## src/rtl/sar_adc_ctrl_pkg.sv

```systemverilog
// +-----------------------------------------------------------------------+
// | Module   : sar_pkg                                                    |
// | Brief    : Shared FSM state type and counter sizing for sar_adc_ctrl  |
// | Revision : 1.0 - initial release                                      |
// +-----------------------------------------------------------------------+
`default_nettype none

package sar_pkg;

  localparam int unsigned SAR_STATE_W = 3;

  typedef enum logic [SAR_STATE_W-1:0] {
    IDLE   = 3'd0,
    SAMPLE = 3'd1,
    TRIAL  = 3'd2,
    SETTLE = 3'd3,
    FINISH = 3'd4
  } sar_state_e;

  // Width of a counter that runs 0 .. max_count-1; never narrower than 1 bit.
  function automatic int unsigned cnt_width(input int unsigned max_count);
    return (max_count <= 1) ? 1 : $clog2(max_count);
  endfunction

endpackage

`default_nettype wire

```

## src/rtl/sar_adc_ctrl_if.sv

```systemverilog
// +-----------------------------------------------------------------------+
// | Module   : sar_adc_ctrl_if                                            |
// | Brief    : Handshake and analog-front-end signals of the SAR control  |
// | Revision : 1.0 - initial release                                      |
// +-----------------------------------------------------------------------+
`default_nettype none

interface sar_adc_ctrl_if #(
  parameter int unsigned N_BITS = 8
) ();

  logic              start;
  logic              abort;
  logic              cmp_in;
  logic              cmp_en;
  logic              track_hold;
  logic [N_BITS-1:0] dac_code;
  logic              busy;
  logic              done;
  logic [N_BITS-1:0] result;

  // master: pin wrapper / comparator side; slave: the controller
  modport master (
    output start, abort, cmp_in,
    input  cmp_en, track_hold, dac_code, busy, done, result
  );

  modport slave (
    input  start, abort, cmp_in,
    output cmp_en, track_hold, dac_code, busy, done, result
  );

endinterface

`default_nettype wire

```

## src/rtl/sar_adc_ctrl_cmp_sync.sv

```systemverilog
// +-----------------------------------------------------------------------+
// | Module   : cmp_sync                                                   |
// | Brief    : Flop chain bringing the async comparator output into clk   |
// | Revision : 1.0 - initial release                                      |
// +-----------------------------------------------------------------------+
`default_nettype none

module cmp_sync #(
  parameter int unsigned STAGES = 2
) (
  input  logic clk,
  input  logic rst,
  input  logic din,
  output logic dout
);

  generate
    if (STAGES < 2) begin : g_stages_chk
      $error("cmp_sync: STAGES must be at least 2");
    end
  endgenerate

  logic [STAGES-1:0] r_chain;

  always_ff @(posedge clk or posedge rst) begin
    if (rst) begin
      r_chain <= '0;
    end else begin
      r_chain <= {r_chain[STAGES-2:0], din};
    end
  end

  assign dout = r_chain[STAGES-1];

endmodule

`default_nettype wire

```

## src/rtl/sar_adc_ctrl.sv

```systemverilog
// +-----------------------------------------------------------------------+
// | Module   : sar_adc_ctrl                                               |
// | Brief    : Successive-approximation ADC controller, MSB-first trials  |
// | Revision : 1.0 - initial release                                      |
// +-----------------------------------------------------------------------+
`default_nettype none

module sar_adc_ctrl
  import sar_pkg::*;
#(
  parameter int unsigned N_BITS     = 8,
  parameter int unsigned SAMPLE_CYC = 2,
  parameter int unsigned SETTLE_CYC = 3,
  parameter int unsigned COMP_SYNC  = 2
) (
  input  logic           clk,
  input  logic           rst,
  sar_adc_ctrl_if.slave  bus
);

  generate
    if (SETTLE_CYC < COMP_SYNC + 1) begin : g_settle_chk
      $error("sar_adc_ctrl: SETTLE_CYC must be >= COMP_SYNC+1");
    end
    if (SAMPLE_CYC < 1) begin : g_sample_chk
      $error("sar_adc_ctrl: SAMPLE_CYC must be >= 1");
    end
  endgenerate

  localparam int unsigned CNT_W = cnt_width((SAMPLE_CYC > SETTLE_CYC) ? SAMPLE_CYC : SETTLE_CYC);
  localparam int unsigned K_W   = (N_BITS > 1) ? $clog2(N_BITS) : 1;

  localparam logic [CNT_W-1:0] C_SAMPLE_LAST = CNT_W'(SAMPLE_CYC - 1);
  localparam logic [CNT_W-1:0] C_SETTLE_LAST = CNT_W'(SETTLE_CYC - 1);
  localparam logic [K_W-1:0]   C_K_MSB       = K_W'(N_BITS - 1);

  sar_state_e        r_state,  w_state_nxt;
  logic [CNT_W-1:0]  r_cnt,    w_cnt_nxt;
  logic [K_W-1:0]    r_k,      w_k_nxt;
  logic [N_BITS-1:0] r_work,   w_work_nxt;
  logic [N_BITS-1:0] r_dac,    w_dac_nxt;
  logic [N_BITS-1:0] r_result, w_result_nxt;
  logic [N_BITS-1:0] w_work_dec;
  logic              w_cmp;

  cmp_sync #(
    .STAGES (COMP_SYNC)
  ) u_cmp_sync (
    .clk  (clk),
    .rst  (rst),
    .din  (bus.cmp_in),
    .dout (w_cmp)
  );

  always_ff @(posedge clk or posedge rst) begin
    if (rst) begin
      r_state  <= IDLE;
      r_cnt    <= '0;
      r_k      <= '0;
      r_work   <= '0;
      r_dac    <= '0;
      r_result <= '0;
    end else begin
      r_state  <= w_state_nxt;
      r_cnt    <= w_cnt_nxt;
      r_k      <= w_k_nxt;
      r_work   <= w_work_nxt;
      r_dac    <= w_dac_nxt;
      r_result <= w_result_nxt;
    end
  end

  always_comb begin
    w_state_nxt  = r_state;
    w_cnt_nxt    = r_cnt;
    w_k_nxt      = r_k;
    w_work_nxt   = r_work;
    w_dac_nxt    = r_dac;
    w_result_nxt = r_result;

    // Working register with the bit under trial replaced by the comparator verdict
    w_work_dec      = r_work;
    w_work_dec[r_k] = w_cmp;

    unique case (r_state)
      IDLE: begin
        w_dac_nxt = '0;
        if (bus.start && !bus.abort) begin
          w_state_nxt = SAMPLE;
          w_cnt_nxt   = '0;
          w_work_nxt  = '0;
          w_k_nxt     = C_K_MSB;
        end
      end

      SAMPLE: begin
        if (r_cnt == C_SAMPLE_LAST) begin
          w_state_nxt = TRIAL;
          w_cnt_nxt   = '0;
          w_dac_nxt   = r_work | (N_BITS'(1) << r_k);
        end else begin
          w_cnt_nxt = r_cnt + CNT_W'(1);
        end
      end

      TRIAL: begin
        w_state_nxt = SETTLE;
        w_cnt_nxt   = '0;
      end

      SETTLE: begin
        if (r_cnt == C_SETTLE_LAST) begin
          w_work_nxt = w_work_dec;
          w_cnt_nxt  = '0;
          if (r_k == '0) begin
            w_state_nxt  = FINISH;
            w_result_nxt = w_work_dec;
            w_dac_nxt    = w_work_dec;
          end else begin
            w_state_nxt = TRIAL;
            w_k_nxt     = r_k - K_W'(1);
            w_dac_nxt   = w_work_dec | (N_BITS'(1) << (r_k - K_W'(1)));
          end
        end else begin
          w_cnt_nxt = r_cnt + CNT_W'(1);
        end
      end

      FINISH: begin
        w_state_nxt = IDLE;
        w_dac_nxt   = '0;
      end

      default: begin
        w_state_nxt = IDLE;
        w_dac_nxt   = '0;
      end
    endcase

    // Cancel overrides everything, including a result about to be committed
    if (bus.abort && (r_state != IDLE)) begin
      w_state_nxt  = IDLE;
      w_dac_nxt    = '0;
      w_result_nxt = r_result;
    end
  end

  assign bus.busy       = (r_state != IDLE);
  assign bus.done       = (r_state == FINISH);
  assign bus.track_hold = (r_state == SAMPLE);
  assign bus.cmp_en     = (r_state == TRIAL) || (r_state == SETTLE);
  assign bus.dac_code   = r_dac;
  assign bus.result     = r_result;

endmodule

`default_nettype wire

```

## src/flat_wrapper.sv

```systemverilog
// flat-port wrapper written by rule: the top's interface ports become plain ports
module sar_adc_ctrl_flat import sar_pkg::*;
#(
  parameter int unsigned N_BITS     = 8,
  parameter int unsigned SAMPLE_CYC = 2,
  parameter int unsigned SETTLE_CYC = 3,
  parameter int unsigned COMP_SYNC  = 2
)
  (clk, rst, bus_start, bus_abort, bus_cmp_in, bus_cmp_en, bus_track_hold, bus_dac_code, bus_busy, bus_done, bus_result);
  sar_adc_ctrl_if #(.N_BITS(N_BITS)) bus_i ();
  input  logic clk;
  input  logic rst;
  input wire logic [$bits(bus_i.start)-1:0] bus_start;
  input wire logic [$bits(bus_i.abort)-1:0] bus_abort;
  input wire logic [$bits(bus_i.cmp_in)-1:0] bus_cmp_in;
  output wire logic [$bits(bus_i.cmp_en)-1:0] bus_cmp_en;
  output wire logic [$bits(bus_i.track_hold)-1:0] bus_track_hold;
  output wire logic [$bits(bus_i.dac_code)-1:0] bus_dac_code;
  output wire logic [$bits(bus_i.busy)-1:0] bus_busy;
  output wire logic [$bits(bus_i.done)-1:0] bus_done;
  output wire logic [$bits(bus_i.result)-1:0] bus_result;
  assign bus_i.start = bus_start;
  assign bus_i.abort = bus_abort;
  assign bus_i.cmp_in = bus_cmp_in;
  assign bus_cmp_en = bus_i.cmp_en;
  assign bus_track_hold = bus_i.track_hold;
  assign bus_dac_code = bus_i.dac_code;
  assign bus_busy = bus_i.busy;
  assign bus_done = bus_i.done;
  assign bus_result = bus_i.result;
  sar_adc_ctrl #(.N_BITS(N_BITS), .SAMPLE_CYC(SAMPLE_CYC), .SETTLE_CYC(SETTLE_CYC), .COMP_SYNC(COMP_SYNC)) u_core (.clk(clk), .rst(rst), .bus(bus_i));
endmodule
```

## config.mk

```make
export PLATFORM = sky130hd
export DESIGN_NAME = sar_adc_ctrl_flat
export DESIGN_NICKNAME = d
export VERILOG_FILES = /design/src/rtl/sar_adc_ctrl_pkg.sv /design/src/rtl/sar_adc_ctrl_if.sv /design/src/rtl/sar_adc_ctrl_cmp_sync.sv /design/src/rtl/sar_adc_ctrl.sv /design/src/flat_wrapper.sv
export SDC_FILE = /design/constraint.sdc
export NUM_CORES = 1
export LEC_CHECK = 0
export BUFFER_PORTS_ARGS = -buffer_cell sky130_fd_sc_hd__buf_4
export CAP_MARGIN = 0
export CORE_MARGIN = 2
export CORE_UTILIZATION = 51
export DETAILED_ROUTE_END_ITERATION = 8
export PLACE_DENSITY_LB_ADDON = 0.08
export RECOVER_POWER = 25
export SYNTH_ARGS = -nofsm -noshare
export SYNTH_HDL_FRONTEND = slang
export SYNTH_SLANG_ARGS = --single-unit
export TNS_END_PERCENT = 10
```

## constraint.sdc

```tcl
create_clock -name clk -period 1.95 [get_ports clk]
set_input_delay 0.39 -clock clk [delete_from_list [all_inputs] [get_ports clk]]
set_output_delay 0.39 -clock clk [all_outputs]
set_load 0.01 [all_outputs]
```

==> results of run 1 <==
[cells in the final DEF (no fill, tap or decap), types with 2 or more instances in the layout]
| cell type | netlist | layout |
|---|---|---|
| a211oi_1 | 2 | 2 |
| a21o_1 | 3 | 3 |
| a21oi_1 | 6 | 6 |
| a22o_1 | 8 | 8 |
| a31oi_1 | 2 | 2 |
| buf_4 | 0 | 31 |
| clkbuf_4 | 0 | 2 |
| clkbuf_8 | 0 | 6 |
| dfrtp_1 | 34 | 32 |
| dfrtp_2 | 0 | 2 |
| ha_1 | 6 | 6 |
| inv_1 | 9 | 9 |
| mux2_1 | 2 | 2 |
| mux2_2 | 5 | 5 |
| mux2i_1 | 7 | 7 |
| nand2_1 | 16 | 16 |
| nand2b_1 | 3 | 3 |
| nand3_1 | 4 | 4 |
| nand3b_1 | 5 | 5 |
| nor2_1 | 11 | 11 |
| nor2b_1 | 6 | 6 |
| nor3_1 | 2 | 2 |
| nor3b_1 | 4 | 4 |
| o21ai_0 | 13 | 13 |
| o221ai_1 | 6 | 6 |
| o22ai_1 | 6 | 6 |
[area by class of cell]
cell class | count | area [µm²] | area share
flip-flops and latches | 34 | 853 | 0.373
clock inverters | 1 | 30.0 | 0.0131
multi-input cells | 138 | 972 | 0.426
repair buffers | 34 | 253 | 0.111
clock buffers | 6 | 82.6 | 0.0361
inverters | 9 | 33.8 | 0.0148
well taps | 48 | 60.1 | 0.0263
[synthesized netlist by cell type, types with 2 or more instances]
cell and count:
dfrtp_1 34, nor2b_1 6, o21ai_0 13, nor2_1 11, a22o_1 8, inv_1 9
a31oi_1 2, nand3b_1 5, a211oi_1 2, o22ai_1 6, mux2_2 5, clkbuf_1 3
a21o_1 3, nand2b_1 3, nor3b_1 4, o221ai_1 6, nor3_1 2, ha_1 6
buf_2 6, nand2_1 16, a21oi_1 6, mux2_1 2, nand3_1 4, mux2i_1 7
[registers in the layout, summed over array words and instances (netlist names)]
| signal | cells |
|---|---|
| u_core.r_state | 3 |
| u_core.bus.result | 8 |
| u_core.r_k | 3 |
| u_core.bus.dac_code | 8 |
| u_core.r_work | 8 |
| u_core.u_cmp_sync.r_chain | 2 |
| u_core.r_cnt | 2 |
[layer usage]
metal  wire [µm]  share of wire
met1        2070           0.44
met2        2240           0.48
met3         272          0.058
met4          70          0.015
met5           0              0
[where the power goes]
part           switching, mW  internal [mW]
Clock                  0.254          0.409
Sequential            0.0455          0.732
Combinational          0.152          0.112
Total                  0.451           1.25
[cells by family after synthesis]
group,count (synthesis),synth area share
flops,34,0.448
xor+xnor,1,0.00462
simple gates,65,0.204
buf+inv,18,0.0396
fa+ha+maj,6,0.0396
mux,14,0.0784
compound gates,52,0.186
[metrics by stage]
| stage | power (mW) | utilization | hold WS (ns) | cells |
|---|---|---|---|---|
| after floorplan | 0.949 | - | 0.331 | 190 |
| after global placement | 1.04 | 0.602 | 0.346 | 263 |
| after detailed placement | 1.05 | 0.602 | 0.355 | 263 |
| after CTS | 1.72 | 0.634 | 0.198 | 270 |
| after global routing | 1.77 | 0.634 | 0.226 | 270 |
| final | 1.70 | 0.634 | 0.228 | 270 |
[timing repair]
item,CTS,global route
setup buffers,0,0
resized for setup,0,2
hold buffers,0,0
endpoints found under the setup margin,0,1
[critical path: stages (launching register included)]
cell and delay [ns]:
dfrtp_2 0.51, nor2_1 0.13, nand2_1 0.11, inv_1 0.22, buf_4 0.17
[worst min path at each step]
stage	start	end	slack [ns]	depth (start not counted)
2_1_floorplan	u_core.u_cmp_sync.r_chain[0]	u_core.u_cmp_sync.r_chain[1]	0.33	0
3_3_place_gp	u_core.u_cmp_sync.r_chain[0]	u_core.u_cmp_sync.r_chain[1]	0.35	0
3_5_place_dp	u_core.u_cmp_sync.r_chain[0]	u_core.u_cmp_sync.r_chain[1]	0.35	0
4_1_cts	rst	u_core.bus.result[3]	0.20	3
5_1_grt	bus_cmp_in	u_core.u_cmp_sync.r_chain[0]	0.23	1
6_report	bus_cmp_in	u_core.u_cmp_sync.r_chain[0]	0.23	1
==> impl_metrics.csv, run 1 <==
group,metric,value,unit
clock_tree,clk_path_buf_depth,2,
detailed_routing,routed-via-count,1601,
worst_setup_path,critPathCaptureType,"primary output",
placement,numPortBuffers,24,
detailed_routing,drc,0,
global_routing,met2_usage,0.380,
die,die_height,65.0,µm
die,die-area,0.00423,mm²
outcome,status,"complete, no violations",
synthesis,synthTopCellsByArea,"dfrtp_1, ha_1, a22o_1, mux2i_1, o21ai_0",
sta,worst_slew_pin_slew,0.841,ns
power_and_ir_drop,p_per_area,746,mW/mm²
worst_setup_path,setup.worst_path.end,"bus_track_hold",
clock_tree,cts-root-buf,"clkbuf_8",
global_routing,grt_pass1_wl,7760,µm
sta,hold_viol,0,
detailed_routing,wl_per_cell,17.3,µm
detailed_routing,finalWirelength,4660,µm
power_and_ir_drop,ir_drop,493,µV
finish,antenna_cells,0,
detailed_routing,ant_nets,0,
worst_setup_path,path_class,"flip-flop to primary output",
detailed_routing,via_per_inst,5.93,
synthesis,synth_cell_types,45,
global_routing,grt_pass1_vias,1538,
detailed_routing,first_iter_violations,138,
placement,dpl_cell_area,0.00217,mm²
synthesis,ys_ff_latch,34,
worst_setup_path,required,1.56,ns
synthesis,synth_area_per_cell,9.99,µm²
worst_setup_path,r2r_slack,0.14,ns
synthesis,synth_area_leader_cell,"dfrtp_1",
power_and_ir_drop,power.leakage,1.08,nW
synthesis,synth_top_area_share,0.448,
global_routing,grtUsageMet1,0.332,
worst_setup_path,cp-start-kind,"flip-flop",
clock_tree,cts_sinks,34,
synthesis,async_flop_share,1.00,
synthesis,ys_seq_area_frac,0.448,
sta,worst_clock_skew,0.00745,ns
worst_setup_path,worstPathMaxFanout,16,
global_routing,track_usage,0.245,
worst_setup_path,reg2reg_from,"u_core.r_k[2]",
clock_tree,htree_levels,2,
worst_setup_path,cp.arrival,1.43,ns
clock_tree,insertion_delay,0.29,ns
placement,hpwl,3380,µm
clock_tree,cts_buffers,5,
detailed_routing,drt_pass1_iterations,4,
synthesis,synthFlopType,"dfrtp_1",
sta,slew_violations,0,
global_routing,busiest_layer,"met2",
synthesis,syn_nets,201,
die,core-area,0.00361,mm²
die,rows,22,
worst_hold_path,min_path_type,"input pin to flip-flop",
finish,post-route-cell-area,0.00228,mm²
synthesis,synth_edf_count,0,
worst_setup_path,reg2reg_to,"u_core.bus.dac_code[4]",
job,cap_violations,0,
sta,fin_crit,1.82,ns
sta,worst_slack,0.126,ns
finish,nets,233,
sta,slew_headroom,0.440,
finish,syn_to_final_growth,20.4,%
sta,setup_viol,0,
clock_tree,path_clk_slew,0.06,ns
global_routing,overflow,0,
sta,tns,0,ns
placement,pre_cts_ws,0.161,ns
worst_setup_path,critPathLaunch,"u_core.r_state[2]",
die,die_w,65.0,µm
placement,place.gp.congestion,0.813,
die,floorplan.initialDensity,0.526,
synthesis,synthCells,190,
sta,max_freq,0.548,GHz
finish,drive_gt1_frac,0.239,
die,ios,25,
sta,grt_setup_unrepaired,"no",
synthesis,syn_area,0.00190,mm²
synthesis,ys_warn_count,0,
global_routing,grt_start_max_net_pins,35,
sta,fin_crit_sh,0.935,
clock_tree,cts_tree,"built",
global_routing,grt_antenna_before_repair,0,
worst_setup_path,reg2regPathDepth,4,
finish,n_fill_cell,316,
global_routing,gr-usage-met3,0.0608,
Note: power is estimated with default switching activity, not from simulation.
==> run 2, diff against run 1 <==
--- a/config.mk
+++ b/config.mk
@@ -8,7 +8,8 @@
 export BUFFER_PORTS_ARGS = -buffer_cell sky130_fd_sc_hd__buf_4
 export CAP_MARGIN = 0
 export CORE_MARGIN = 2
-export CORE_UTILIZATION = 51
+export CORE_UTILIZATION = 54
+export CTS_BUF_LIST = sky130_fd_sc_hd__clkbuf_8
 export DETAILED_ROUTE_END_ITERATION = 8
 export PLACE_DENSITY_LB_ADDON = 0.08
 export RECOVER_POWER = 25
==> impl_metrics.csv, run 2 (synthesis gave the netlist of run 1 again) <==
group,metric,value,unit
power_and_ir_drop,p_per_area,730,mW/mm²
die,ios,25,
detailed_routing,via_per_inst,5.87,
detailed_routing,finalWirelength,4260,µm
detailed_routing,drt_pass1_iterations,4,
placement,pre_cts_ws,0.126,ns
sta,slew_headroom,0.452,
sta,fin_crit,1.85,ns
global_routing,track_usage,0.239,
sta,tns,0,ns
worst_setup_path,critPathCaptureType,"primary output",
finish,antenna_cells,0,
sta,worst_clock_skew,0.00951,ns
sta,fin_crit_sh,0.948,
die,die_w,63.3,µm
worst_setup_path,cp_cell_sequence,"buf_4 -> nand2_1 -> inv_1 -> buf_4",
sta,hold_viol,0,
placement,numPortBuffers,24,
placement,place.gp.congestion,0.913,
clock_tree,holdBufCountCts,0,
sta,slew_violations,0,
die,floorplan.initialDensity,0.564,
die,core-area,0.00336,mm²
worst_setup_path,reg2regPathDepth,6,
worst_setup_path,crit_path_max_incr_delay,0.50,ns
clock_tree,clk_path_buf_depth,2,
worst_setup_path,reg2reg_from,"u_core.r_k[0]",
job,cap_violations,0,
outcome,status,"complete, no violations",
placement,hpwl,3130,µm
worst_hold_path,min_path_type,"input pin to flip-flop",
worst_setup_path,required,1.56,ns
die,die_height,63.3,µm
finish,final_cell_mix,"dfrtp_1, buf_4, nand2_1, o21ai_0, nor2_1",
global_routing,grt_pass1_wl,7390,µm
clock_tree,cts_buffers,5,
worst_setup_path,reg2reg_to,"u_core.r_k[2]",
detailed_routing,drc,0,
global_routing,grt_antenna_before_repair,0,
worst_hold_path,min_path_cells,1,
power_and_ir_drop,power.leakage,1.08,nW
detailed_routing,ant_nets,0,
worst_setup_path,cp-start-kind,"flip-flop",
clock_tree,insertion_delay,0.29,ns
sta,grt_setup_unrepaired,"no",
sta,worst_slack,0.101,ns
worst_hold_path,hp-start,"bus_cmp_in",
finish,syn_to_final_growth,20.4,%
sta,max_freq,0.541,GHz
global_routing,overflow,0,
detailed_routing,first_iter_violations,89,
finish,n_fill_cell,292,
clock_tree,cts_tree,"built",
finish,layout_commonest_cell,"dfrtp_1",
finish,drive_gt1_frac,0.247,
die,rows,21,
global_routing,grt_start_max_net_pins,35,
clock_tree,htree_levels,2,
clock_tree,path_clk_slew,0.07,ns
die,die-area,0.00400,mm²
sta,setup_viol,0,
worst_hold_path,hold_end,"u_core.u_cmp_sync.r_chain[0]",
worst_setup_path,crit_top_cell,"buf_4",
worst_setup_path,r2r_slack,0.18,ns
power_and_ir_drop,ir_drop,500,µV
global_routing,grt_pass1_vias,1531,
finish,layoutNonFillerInstCount,269,
worst_setup_path,path_class,"flip-flop to primary output",
finish,nets,233,
worst_setup_path,worstPathMaxFanout,9,
worst_setup_path,critPathSlowestCell,"dfrtp_1",
worst_setup_path,cp.arrival,1.46,ns
clock_tree,cts_sinks,34,
sta,worst_slew_pin_slew,0.822,ns
placement,place_inst,261,
detailed_routing,routed-via-count,1579,
clock_tree,cts-root-buf,"clkbuf_8",
detailed_routing,wl_per_cell,15.8,µm
-- run 2: changes by cell type in the layout (fill, tap and decap cells not counted), sizes merged --
cell,change
clkbuf,-1
clkinv,+2
-- run 2: worst max-delay path: cells and delay by family (launching register included) --
| family | cells | cell delay (ns) |
|---|---|---|
| flip-flops | 1 | 0.50 |
| buffers and inverters | 3 | 0.58 |
| AND/OR/NAND/NOR | 1 | 0.09 |
-- run 2: layout make-up --
cell class	count	area (µm²)	area share
clock buffer	5	68.8	0.0301
tap	46	57.6	0.0252
timing repair buffer	34	253	0.111
multi-input combinational	138	978	0.428
sequential	34	853	0.373
inverter	9	33.8	0.0148
clock inverter	3	40.0	0.0175
-- run 2: report_power, final --
part | internal (mW) | total [mW] | switching, mW
sequential | 0.731 | 0.770 | 0.0388
combinational | 0.113 | 0.261 | 0.148
clock | 0.376 | 0.638 | 0.262
total | 1.22 | 1.67 | 0.449
-- run 2: worst max path at each step --
stage,startpoint,end,slack (ns),cells past startpoint
final,u_core.r_state[0],bus_track_hold,0.10,4
after global routing,u_core.r_state[0],bus_track_hold,0.02,4
after CTS,u_core.r_state[2],bus_track_hold,0.08,4
after detailed placement,u_core.r_k[0],u_core.r_k[2],0.13,6
after global placement,u_core.r_k[2],u_core.bus.dac_code[4],0.18,4
after floorplan,u_core.r_k[0],u_core.r_k[2],0.03,7
-- run 2: layer usage --
layer	part of all wire	routed length, µm	up-vias	GRT usage
met4	0.035	150	0	0.130
met3	0.059	249	12	0.0554
met1	0.44	1870	751	0.314
met5	0	0	-	0
met2	0.47	1990	61	0.368
li1	-	-	755	-
-- run 2: metrics by stage --
stage | area [µm²] | util | power [mW] | hold slack (ns)
6_report | 2280 | 0.679 | 1.67 | 0.231
5_1_grt | 2280 | 0.679 | 1.74 | 0.224
4_1_cts | 2280 | 0.677 | 1.68 | 0.198
3_5_place_dp | 2170 | 0.645 | 1.04 | 0.337
3_3_place_gp | 2170 | 0.645 | 1.03 | 0.333
2_1_floorplan | 1900 | - | 0.949 | 0.331
-- run 2: what timing repair did --
action,4_1_cts,5_1_grt
setup endpoints to repair,0,4
resized for setup,0,3
buffers inserted,0,0
==> run 3, diff against run 2 <==
--- a/config.mk
+++ b/config.mk
@@ -11,6 +11,7 @@
 export CORE_UTILIZATION = 54
 export CTS_BUF_LIST = sky130_fd_sc_hd__clkbuf_8
 export DETAILED_ROUTE_END_ITERATION = 8
+export GPL_TIMING_DRIVEN = 0
 export PLACE_DENSITY_LB_ADDON = 0.08
 export RECOVER_POWER = 25
 export SYNTH_ARGS = -nofsm -noshare
==> impl_metrics.csv, run 3 (synthesis gave the netlist of run 1 again) <==
group,metric,value,unit
outcome,status,"complete, no violations",
sta,grt_setup_unrepaired,"yes",
die,die-area,0.00400,mm²
die,ios,25,
clock_tree,cts_tree,"built",
worst_setup_path,cp.arrival,1.53,ns
worst_setup_path,path_class,"flip-flop to primary output",
die,core-area,0.00336,mm²
detailed_routing,ant_nets,0,
detailed_routing,routed-via-count,1621,
worst_setup_path,reg2reg_to,"u_core.bus.dac_code[0]",
global_routing,overflow,0,
finish,syn_to_final_growth,22.8,%
global_routing,grt_start_max_net_pins,35,
sta,max_freq,0.521,GHz
detailed_routing,drt_pass1_iterations,4,
clock_tree,holdBufCountCts,0,
sta,slew_headroom,0.195,
sta,fin_crit_sh,0.985,
worst_setup_path,required,1.56,ns
detailed_routing,first_iter_violations,95,
die,die_height,63.3,µm
global_routing,grt_pass1_wl,7620,µm
job,cap_violations,0,
worst_setup_path,cp_cell_sequence,"clkbuf_1 -> or3_1 -> buf_4",
worst_hold_path,min_path_type,"input pin to async pin",
worst_setup_path,worstPathMaxFanout,10,
clock_tree,cts_buffers,5,
clock_tree,insertion_delay,0.29,ns
worst_setup_path,crit_path_max_incr_delay,0.46,ns
worst_setup_path,cp-start-kind,"flip-flop",
clock_tree,cts_sinks,34,
sta,setup_viol,0,
finish,post-route-cell-area,0.00233,mm²
finish,layoutNonFillerInstCount,270,
power_and_ir_drop,power.leakage,1.06,nW
finish,final_cell_mix,"dfrtp_1, buf_4, nand2_1, o21ai_0, nor2_1",
detailed_routing,wl_per_cell,16.8,µm
placement,place.gp.congestion,0.910,
finish,layout_commonest_cell,"dfrtp_1",
detailed_routing,finalWirelength,4530,µm
worst_setup_path,critPathSlowestCell,"dfrtp_1",
sta,tns,0,ns
finish,postLayoutCoreUtil,0.693,
clock_tree,clk_path_buf_depth,2,
finish,nets,234,
clock_tree,cts-root-buf,"clkbuf_8",
finish,drive_gt1_frac,0.281,
die,rows,21,
placement,pre_cts_ws,-0.290,ns
placement,dpl_cell_area,0.00214,mm²
global_routing,grt_antenna_before_repair,0,
sta,slew_violations,0,
clock_tree,path_clk_slew,0.08,ns
sta,worst_slew_pin_slew,1.21,ns
worst_setup_path,r2r_slack,0.07,ns
clock_tree,htree_levels,2,
global_routing,track_usage,0.250,
finish,antenna_cells,0,
worst_setup_path,critPathCaptureType,"primary output",
placement,numPortBuffers,24,
sta,worst_slack,0.0289,ns
power_and_ir_drop,p_per_area,721,mW/mm²
global_routing,grt_pass1_vias,1506,
placement,hpwl,3160,µm
worst_setup_path,reg2regPathDepth,7,
worst_setup_path,reg2reg_from,"u_core.r_k[0]",
die,floorplan.initialDensity,0.564,
sta,hold_viol,0,
detailed_routing,via_per_inst,6.00,
die,die_w,63.3,µm
sta,worst_clock_skew,0.00922,ns
placement,place_inst,260,
power_and_ir_drop,ir_drop,468,µV
detailed_routing,drc,0,
sta,fin_crit,1.92,ns
## run 3: changes by cell type in the layout (fill, tap and decap cells not counted), sizes merged
| cell | before | now |
|---|---|---|
| clkbuf | 8 | 11 |
| buf | 31 | 29 |
| clkinv | 2 | 3 |
| inv | 9 | 8 |
## run 3: worst max-delay path by stage
| stage | start | to | slack (ns) | cells past startpoint |
|---|---|---|---|---|
| after floorplan | u_core.r_k[0] | u_core.r_k[2] | 0.03 | 7 |
| after global placement | u_core.r_k[0] | u_core.r_k[2] | -0.28 | 7 |
| after detailed placement | u_core.r_k[0] | u_core.r_k[2] | -0.29 | 7 |
| after CTS | u_core.r_k[1] | u_core.r_k[2] | 0.01 | 7 |
| after global routing | u_core.r_k[0] | u_core.bus.dac_code[0] | -0.05 | 7 |
| final | u_core.r_state[0] | bus_busy | 0.03 | 3 |
## run 3: critical path, delay by kind of cell (launching register included)
family	cells	cell delay, ns
DFF	1	0.46
and+or+nand+nor	1	0.36
buffers and inverters	2	0.42
## run 3: stage by stage
step | hold WS, ns | power, mW
2_1_floorplan | 0.331 | 0.949
3_3_place_gp | 0.335 | 1.03
3_5_place_dp | 0.346 | 1.04
4_1_cts | 0.204 | 1.67
5_1_grt | 0.0636 | 1.76
6_report | 0.0455 | 1.68
## run 3: repair_timing
| action | CTS | global route |
|---|---|---|
| buffers inserted | 1 | 0 |
| gates cloned | 0 | 0 |
| setup endpoints to repair | 20 | 19 |
| pin swaps | 1 | 0 |
| gates resized for setup | 8 | 13 |
## run 3: cell type report
cell class,count,area (µm²)
Tap cell,46,57.6
Inverter,9,33.8
Fill cell,287,1030
Sequential cell,34,853
Buffer,9,48.8
Multi-Input combinational cell,138,1040
Clock inverter,3,40.0
Timing Repair Buffer,26,191
Clock buffer,5,68.8
## run 3: layer usage
| layer | share of wire | global-route usage |
|---|---|---|
| met1 | 0.45 | 0.348 |
| met2 | 0.48 | 0.390 |
| met3 | 0.052 | 0.0429 |
| met4 | 0.017 | 0.103 |
| met5 | 0 | 0 |
## run 3: where the power goes
group          internal (mW)  switching [mW]  total (mW)
clock network          0.376           0.264       0.640
registers              0.731          0.0386       0.770
logic                  0.110           0.160       0.270
total                   1.22           0.462        1.68
